===== config.mk =====
export PLATFORM = sky130hd
export DESIGN_NAME = fps_meter_mc_flat
export DESIGN_NICKNAME = d
export VERILOG_FILES = /design/src/rtl/fps_meter_mc_if.sv /design/src/rtl/fps_meter_mc.sv /design/src/flat_wrapper.sv
export SDC_FILE = /design/constraint.sdc
export NUM_CORES = 1
export LEC_CHECK = 0
export CELL_PAD_IN_SITES_DETAIL_PLACEMENT = 2
export CELL_PAD_IN_SITES_GLOBAL_PLACEMENT = 2
export CORE_ASPECT_RATIO = 0.9
export CORE_MARGIN = 3
export CORE_UTILIZATION = 39
export CTS_BUF_LIST = sky130_fd_sc_hd__clkbuf_2
export DETAILED_ROUTE_END_ITERATION = 7
export GPL_TIMING_DRIVEN = 0
export PLACE_DENSITY = 0.89
export SLEW_MARGIN = 25
export SYNTH_ARGS = -nofsm -noshare
export SYNTH_HDL_FRONTEND = slang
export SYNTH_SLANG_ARGS = --single-unit
export TNS_END_PERCENT = 20

===== constraint.sdc =====
create_clock -name clk50 -period 9.8 [get_ports clk50]
set_clock_uncertainty 0.2 [all_clocks]
set_input_delay 1.96 -clock clk50 [delete_from_list [all_inputs] [get_ports clk50]]
set_output_delay 1.96 -clock clk50 [all_outputs]
set_load 0.01 [all_outputs]

===== src/rtl/fps_meter_mc_if.sv =====
// rtl/fps_meter_mc_if.sv - vsync inputs, display select and latched frame-rate results
interface fps_meter_mc_if #(
  parameter int NUM_CH = 2,
  parameter int CNT_W  = 10,
  parameter int DIGITS = 3
);
  logic [NUM_CH-1:0]          vs;
  logic [1:0]                 disp_sel;
  logic [NUM_CH*CNT_W-1:0]    fps;
  logic [NUM_CH*4*DIGITS-1:0] fps_bcd;
  logic [NUM_CH-1:0]          fps_sat;
  logic [NUM_CH-1:0]          no_signal;
  logic                       fps_valid;
  logic [DIGITS*7-1:0]        hex;

  modport master (
    output vs, disp_sel,
    input  fps, fps_bcd, fps_sat, no_signal, fps_valid, hex
  );

  modport slave (
    input  vs, disp_sel,
    output fps, fps_bcd, fps_sat, no_signal, fps_valid, hex
  );
endinterface


===== src/rtl/fps_meter_mc.sv =====
// rtl/fps_meter_mc.sv - multi-channel vsync frame-rate meter with 7-segment readout
module fps_meter_mc #(
  parameter int NUM_CH      = 2,
  parameter int GATE_CYCLES = 50000000,
  parameter int CNT_W       = 10,
  parameter int DIGITS      = 3,
  parameter int BLANK_LZ    = 1
) (
  input  logic          clk50,
  input  logic          resetn,
  fps_meter_mc_if.slave bus
);
  localparam int GW = $clog2(GATE_CYCLES);
  localparam int BW = 4 * DIGITS;
  localparam logic [GW-1:0]    GATE_LAST = GW'(GATE_CYCLES - 1);
  localparam logic [BW-1:0]    BCD_MAX   = {DIGITS{4'h9}};
  localparam logic [BW-1:0]    BCD_ONE   = BW'(1);
  localparam logic [CNT_W-1:0] BIN_MAX   = '1;

  logic [NUM_CH-1:0] s1_q, s2_q, prev_q, edge_w;
  logic [GW-1:0]     gate_q;
  logic              we_w;

  logic [NUM_CH-1:0][CNT_W-1:0] bin_run_q, fps_q;
  logic [NUM_CH-1:0][BW-1:0]    bcd_run_q, fps_bcd_q;
  logic [NUM_CH-1:0]            sat_run_q, fps_sat_q, no_signal_q;
  logic                         fps_valid_q;

  function automatic logic [BW-1:0] bcd_inc(input logic [BW-1:0] v);
    logic [BW-1:0] r;
    logic          carry;
    r     = v;
    carry = 1'b1;
    for (int d = 0; d < DIGITS; d++) begin
      if (carry) begin
        if (v[4*d +: 4] == 4'd9) begin
          r[4*d +: 4] = 4'd0;
        end else begin
          r[4*d +: 4] = v[4*d +: 4] + 4'd1;
          carry       = 1'b0;
        end
      end
    end
    return r;
  endfunction

  function automatic logic [6:0] seg(input logic [3:0] d);
    case (d)
      4'd0:    seg = 7'h40;
      4'd1:    seg = 7'h79;
      4'd2:    seg = 7'h24;
      4'd3:    seg = 7'h30;
      4'd4:    seg = 7'h19;
      4'd5:    seg = 7'h12;
      4'd6:    seg = 7'h02;
      4'd7:    seg = 7'h78;
      4'd8:    seg = 7'h00;
      4'd9:    seg = 7'h10;
      default: seg = 7'h7F;
    endcase
  endfunction

  assign edge_w = s2_q & ~prev_q;
  assign we_w   = (gate_q == GATE_LAST);

  always_ff @(posedge clk50 or negedge resetn) begin
    if (!resetn) begin
      s1_q        <= '0;
      s2_q        <= '0;
      prev_q      <= '0;
      gate_q      <= '0;
      bin_run_q   <= '0;
      bcd_run_q   <= '0;
      sat_run_q   <= '0;
      fps_q       <= '0;
      fps_bcd_q   <= '0;
      fps_sat_q   <= '0;
      no_signal_q <= '1;
      fps_valid_q <= 1'b0;
    end else begin
      s1_q        <= bus.vs;
      s2_q        <= s1_q;
      prev_q      <= s2_q;
      gate_q      <= we_w ? '0 : gate_q + GW'(1);
      fps_valid_q <= we_w;
      for (int c = 0; c < NUM_CH; c++) begin
        if (we_w) begin
          fps_q[c]       <= bin_run_q[c];
          fps_bcd_q[c]   <= bcd_run_q[c];
          fps_sat_q[c]   <= sat_run_q[c];
          no_signal_q[c] <= (bin_run_q[c] == '0);
          // An edge landing on the window boundary seeds the next window.
          bin_run_q[c]   <= edge_w[c] ? CNT_W'(1) : '0;
          bcd_run_q[c]   <= edge_w[c] ? BCD_ONE : '0;
          sat_run_q[c]   <= 1'b0;
        end else if (edge_w[c]) begin
          if (bin_run_q[c] != BIN_MAX) bin_run_q[c] <= bin_run_q[c] + CNT_W'(1);
          if (bcd_run_q[c] != BCD_MAX) bcd_run_q[c] <= bcd_inc(bcd_run_q[c]);
          if (bin_run_q[c] == BIN_MAX || bcd_run_q[c] == BCD_MAX) sat_run_q[c] <= 1'b1;
        end
      end
    end
  end

  logic [BW-1:0]       sel_bcd;
  logic [3:0]          dig;
  logic                nz;
  logic [DIGITS*7-1:0] hex_w;

  always_comb begin
    sel_bcd = fps_bcd_q[0];
    for (int c = 1; c < NUM_CH; c++) begin
      if (bus.disp_sel == 2'(c)) sel_bcd = fps_bcd_q[c];
    end
    nz    = 1'b0;
    dig   = '0;
    hex_w = '0;
    // Scan from the most significant digit so blanking stops at the first nonzero.
    for (int d = DIGITS - 1; d >= 0; d--) begin
      dig = sel_bcd[4*d +: 4];
      if (dig != 4'd0) nz = 1'b1;
      if (BLANK_LZ != 0 && !nz && d != 0) hex_w[7*d +: 7] = 7'h7F;
      else                                hex_w[7*d +: 7] = seg(dig);
    end
  end

  assign bus.fps       = fps_q;
  assign bus.fps_bcd   = fps_bcd_q;
  assign bus.fps_sat   = fps_sat_q;
  assign bus.no_signal = no_signal_q;
  assign bus.fps_valid = fps_valid_q;
  assign bus.hex       = hex_w;
endmodule


===== src/flat_wrapper.sv =====
// flat-port wrapper written by rule: the top's interface ports become plain ports
module fps_meter_mc_flat 
#(
  parameter int NUM_CH      = 2,
  parameter int GATE_CYCLES = 50000000,
  parameter int CNT_W       = 10,
  parameter int DIGITS      = 3,
  parameter int BLANK_LZ    = 1
)
  (clk50, resetn, bus_vs, bus_disp_sel, bus_fps, bus_fps_bcd, bus_fps_sat, bus_no_signal, bus_fps_valid, bus_hex);
  fps_meter_mc_if #(.NUM_CH(NUM_CH), .CNT_W(CNT_W), .DIGITS(DIGITS)) bus_i ();
  input  logic clk50;
  input  logic resetn;
  input wire logic [$bits(bus_i.vs)-1:0] bus_vs;
  input wire logic [$bits(bus_i.disp_sel)-1:0] bus_disp_sel;
  output wire logic [$bits(bus_i.fps)-1:0] bus_fps;
  output wire logic [$bits(bus_i.fps_bcd)-1:0] bus_fps_bcd;
  output wire logic [$bits(bus_i.fps_sat)-1:0] bus_fps_sat;
  output wire logic [$bits(bus_i.no_signal)-1:0] bus_no_signal;
  output wire logic [$bits(bus_i.fps_valid)-1:0] bus_fps_valid;
  output wire logic [$bits(bus_i.hex)-1:0] bus_hex;
  assign bus_i.vs = bus_vs;
  assign bus_i.disp_sel = bus_disp_sel;
  assign bus_fps = bus_i.fps;
  assign bus_fps_bcd = bus_i.fps_bcd;
  assign bus_fps_sat = bus_i.fps_sat;
  assign bus_no_signal = bus_i.no_signal;
  assign bus_fps_valid = bus_i.fps_valid;
  assign bus_hex = bus_i.hex;
  fps_meter_mc #(.NUM_CH(NUM_CH), .GATE_CYCLES(GATE_CYCLES), .CNT_W(CNT_W), .DIGITS(DIGITS), .BLANK_LZ(BLANK_LZ)) u_core (.clk50(clk50), .resetn(resetn), .bus(bus_i));
endmodule

Word-level counts from Yosys, hierarchy flattened
Memory sizes are Yosys's and may differ from the RTL's.
Index checks and enable logic that the tools add are counted.
{"block": "totals", "reg_bits": 127, "latch_bits": 0, "mem_bits_rw": 0, "rom_bits": 336, "mem_count": 3}
{"name": "(no name shown)", "words": 16, "width": 7, "read_ports": 1, "rd_ports_with_merged_regs": 0, "wr": 0, "line": "fps_meter_mc.sv:48", "source": "case (d)"}
{"name": "(no name shown)", "words": 16, "width": 7, "read_ports": 1, "rd_ports_with_merged_regs": 0, "wr": 0, "line": "fps_meter_mc.sv:48"}
{"name": "(no name shown)", "words": 16, "width": 7, "read_ports": 1, "rd_ports_with_merged_regs": 0, "wr": 0, "line": "fps_meter_mc.sv:48"}
{"block": "classes", "addsub": 9, "mul": 0, "div_mod_pow": 0, "n_lt_le_gt_ge": 0, "eq_ne": 16, "n_shift": 0, "muxes": 56, "bitwise": 2, "n_reduce_logical": 28}
{"cell": "$mux 12", "n": 7}
{"cell": "$mux 10", "n": 6}
{"cell": "$mux 4", "n": 10}
{"cell": "$mux 1", "n": 30}
{"cell": "$add 26x1->26 const B", "n": 1}
{"cell": "$eq 26x26->1 const B", "n": 1}
{"cell": "$mux 26", "n": 1}
{"cell": "$add 4x1->4 const B", "n": 6}
{"cell": "$eq 12x12->1 const B", "n": 2}
{"cell": "$eq 4x4->1 const B", "n": 6}
{"cell": "$ne 12x12->1 const B", "n": 2}
{"cell": "$reduce_bool 2->1", "n": 12}
{"cell": "$add 10x1->10 const B", "n": 2}
{"cell": "$eq 10x10->1 const B", "n": 2}
{"cell": "$logic_not 10->1", "n": 2}
{"cell": "$ne 10x10->1 const B", "n": 2}
{"cell": "$mux 7", "n": 2}
{"cell": "$reduce_and 2->1", "n": 6}
{"cell": "$reduce_and 3->1", "n": 4}
{"cell": "$reduce_bool 4->1", "n": 2}
{"cell": "$and 2x2->2", "n": 1}
{"cell": "$eq 2x1->1 const B", "n": 1}
{"cell": "$logic_or 1x1->1", "n": 2}
{"cell": "$not 2->2", "n": 1}

Depth between registers and ports, before layout
{"block": "logic_depth", "ltp_word": 13, "ltp_mapped": 9, "depth_no_buf": 8}

Worst setup path before layout
Ideal clock, no wire load.
{"block": "synth_timing", "path_type": "in2out", "start": "input bus_disp_sel[0]", "end": "output bus_hex[10]", "t_arrival_ps": 4107, "t_required_ps": 7640, "setup_slack_ps": 3533, "stages": 9, "n_path_buf": 2, "path_cell_list": "nor2b_1 -> buf_2 -> buf_2 -> mux2i_1 -> ha_1 -> nand2_1 -> or4_1 -> a21boi_1 -> o21ai_0"}
{"block": "synth_via", "elab_chain_cells": 6, "elab_cells_between_ends": 8, "cone_classes": "1 x eq/ne; 4 x mux; 2 x reduce/logical; 1 x memory"}
{"item": "start: declaration", "line": "flat_wrapper.sv:15", "source": "input wire logic [$bits(bus_i.disp_sel)-1:0] bus_disp_sel;"}
{"item": "$eq 2x1->1 *", "line": "fps_meter_mc.sv:113", "source": "if (bus.disp_sel == 2'(c)) sel_bcd = fps_bcd_q[c];"}
{"item": "$mux 12 *", "line": "fps_meter_mc.sv:113"}
{"item": "branches (longest 3 deep; another with $mem_v2 16x7)"}
{"item": "$mux 7 *", "line": "fps_meter_mc.sv:122", "source": "if (BLANK_LZ != 0 && !nz && d != 0) hex_w[7*d +: 7] = 7'h7F;"}
{"item": "end: declaration", "line": "flat_wrapper.sv:21", "source": "output wire logic [$bits(bus_i.hex)-1:0] bus_hex;"}
Every way passes the cells marked *.

Worst setup path after layout
{"block": "layout_timing", "start": "input bus_disp_sel[0]", "end": "output bus_hex[12]"}
Same word-level chain as after synthesis.

==> metrics <==
fraction of layout cells with a size suffix above 1=6.884%; status=finished clean; Worst VDD drop=0.08464 mV; hold buffers post-CTS=0; initial antenna violation count=1; most frequent cells after synthesis=nand2_1, dfrtp_1, nor2_1; Worst-Skew Late Latency=0.77 ns; number of enable flip-flop cells after synthesis=0; Max clock buf depth=2; first-pass GRT wire length=37220 um; CTS Root Cell=clkbuf_2; fillcell total=1778; CTS tree=done; ratio of final minimum period to clock period=79.23%; Design Power=approximately 1.2 mW; PD cells=156.4 nW/um^2; Min-Delay Path Class=reg2reg; vias in the first global route=about 6700; Least-Margin Pin Slew=0.9185 ns; Crit. End Element=output pin; most common cell in the netlist=nand2_1; area leader, netlist=dfrtp_1; H-tree levels=4; Setup TNS Final=0 ns; post-detailed-route DRC marker count=0; IO Port Bufs=75; leak pwr=3.755 nW; endpoints failing setup=0; clock slew at reported path FFs=0.19 ns; dominant synthesized flop cell=dfrtp_1; sequential fraction of the synthesis area=48.46%; # IOs=76; DP HPWL=15600 um; CTS Sinks=127; Setup WS post-layout=2.036 ns; wire length per cell=22.11 um; remaining antenna violation count=0; Synth area leaders=dfrtp_1, nand2_1, ha_1; GRT overflow=0; total track usage=approximately a quarter; Synth top area share=47.66%; nets@finish=853; Final Hold Viols=0; YS warnings=0; Setup CP Type=in2out; CTS Buf Count=17; synthesized cell area=about 6600 sq um; pin count of the biggest net entering global routing=72; Slew HR=37.19%; RSZ-0062 raised after global routing=no; Resized Gates After CTS=0; Post-CTS Repair Setup Buffers=0; worst-path maximum fanout=10; P&R area growth vs syn=20.64%; final core utilization=about 49%; max_cap viols=0; Reg2Reg Setup Slack=7.20 ns; Die ar.=18430 sq um; Pins Over Slew Limit=0; final hold slack=0.1751 ns; Post-Syn Nets=approximately 760; Critical Path RT=roughly 7.6 ns; dpl ws=2.027 ns; crit path DAT=between 5 and 6 ns; final RePlAce weighted congestion=0.8415; CORE AREA=around 16000 sq um; FF+latch count, synth=127; library cells used by synthesis=55; Die X-Extent=142.8 um; post-layout min period=around 7.8 ns; total number of vias=5815; Rows=44; Startpoint Class=input port; drt initial violations=about 320; f_max=128.8 MHz; DRT Pass-1 Iters=4; average vias per placed instance=5.613; total length of routed wires=22900 um; Post-Synthesis Cells=720; syn avg cell area=9.116 sq um; asr flop ratio synth=100.0%; Die Ht=129.1 um; starting density of the core=between 40% and 50%
## stage by stage
stage          instance area [sq um]  instances
4_1_cts                         7916       1035
3_5_place_dp                    7606       1003
5_1_grt                         7919       1036
2_1_floorplan                   6564        720
3_3_place_gp                    7574       1002
6_report                        7919       1036
## area by class of cell
class	instances	area (sq um)	share of cell area (%)
repair buffers	76	783.3	9.891
multi-input cells	544	3173	40.07
well taps	207	259.0	3.271
flip-flops and latches	127	3181	40.16
clock buffers	18	90.09	1.138
plain buffers	29	135.1	1.706
inverters	20	75.07	0.9480
clock inverters	14	220.2	2.781
diodes	1	2.502	0.03160
## logic make-up after synthesis
family                   Yosys count  share of synthesized area (%)
AO/OA/AOI/OAI                     92                          8.102
XOR/XNOR                          40                          5.337
multiplexers                      23                          3.603
AND/OR/NAND/NOR                  357                          25.20
adder cells (fa/ha/maj)           32                          6.100
flip-flops                       127                          48.46
buffers and inverters             49                          3.202
## power breakdown
part | switching [mW] | internal [mW]
clock network | 0.208 | 0.215
registers | 0.0689 | 0.565
logic | 0.114 | 0.0671
## per-layer routing
metal	vias up	GRT usage, %	share of wire [%]
met5	-	0	0
met4	0	9.950	2.7
met3	45	4.982	3.7
met2	136	44.83	51
met1	3001	32.16	42
li1	2633	-	-
## state kept, by name, summed over array words and instances (netlist names)
name,count
u_core.gate_q,26
u_core.bcd_run_q,24
u_core.bus.fps_bcd,24
u_core.bin_run_q,20
u_core.bus.fps,20
u_core.bus.fps_sat,2
u_core.bus.no_signal,2
u_core.prev_q,2
u_core.s1_q,2
u_core.s2_q,2
u_core.sat_run_q,2
u_core.bus.fps_valid,1
## cell usage in the layout (no fill, tap or decap), types with 7 or more instances in the layout
cell,n
a21oi_1,31
and3_1,14
buf_2,15
clkbuf_1,13
clkbuf_2,18
clkdlybuf4s50_1,74
dfrtp_1,125
ha_1,32
inv_1,20
mux2i_1,18
nand2_1,163
nand3_1,23
nand4_1,12
nor2_1,72
nor2b_1,7
nor3_1,21
o21ai_0,34
or3_1,9
xnor2_1,12
xor2_1,28
## path summary, 6_finish.rpt
check	from	endpoint	cells past startpoint
max	bus_disp_sel[0]	bus_hex[12]	11
min	u_core.s1_q[1]	u_core.s2_q[1]	0
max reg2reg	u_core.gate_q[0]	u_core.bus.fps[11]	8
min reg2reg	u_core.s1_q[1]	u_core.s2_q[1]	0
max in group asynchronous	resetn	u_core.bus.no_signal[1]	2
min in group asynchronous	resetn	u_core.bcd_run_q[4]	1
## worst max-delay path: stages
cell             delay [ns]
clkdlybuf4s50_1        0.44
nor2b_1                0.11
buf_2                  0.26
buf_2                  0.37
mux2i_1                0.51
ha_1                   0.39
nand2_1                0.07
or4_1                  0.59
a21boi_1               0.21
o21ai_0                0.12
clkdlybuf4s50_1        0.58
Power figures use the tool's default switching activity.
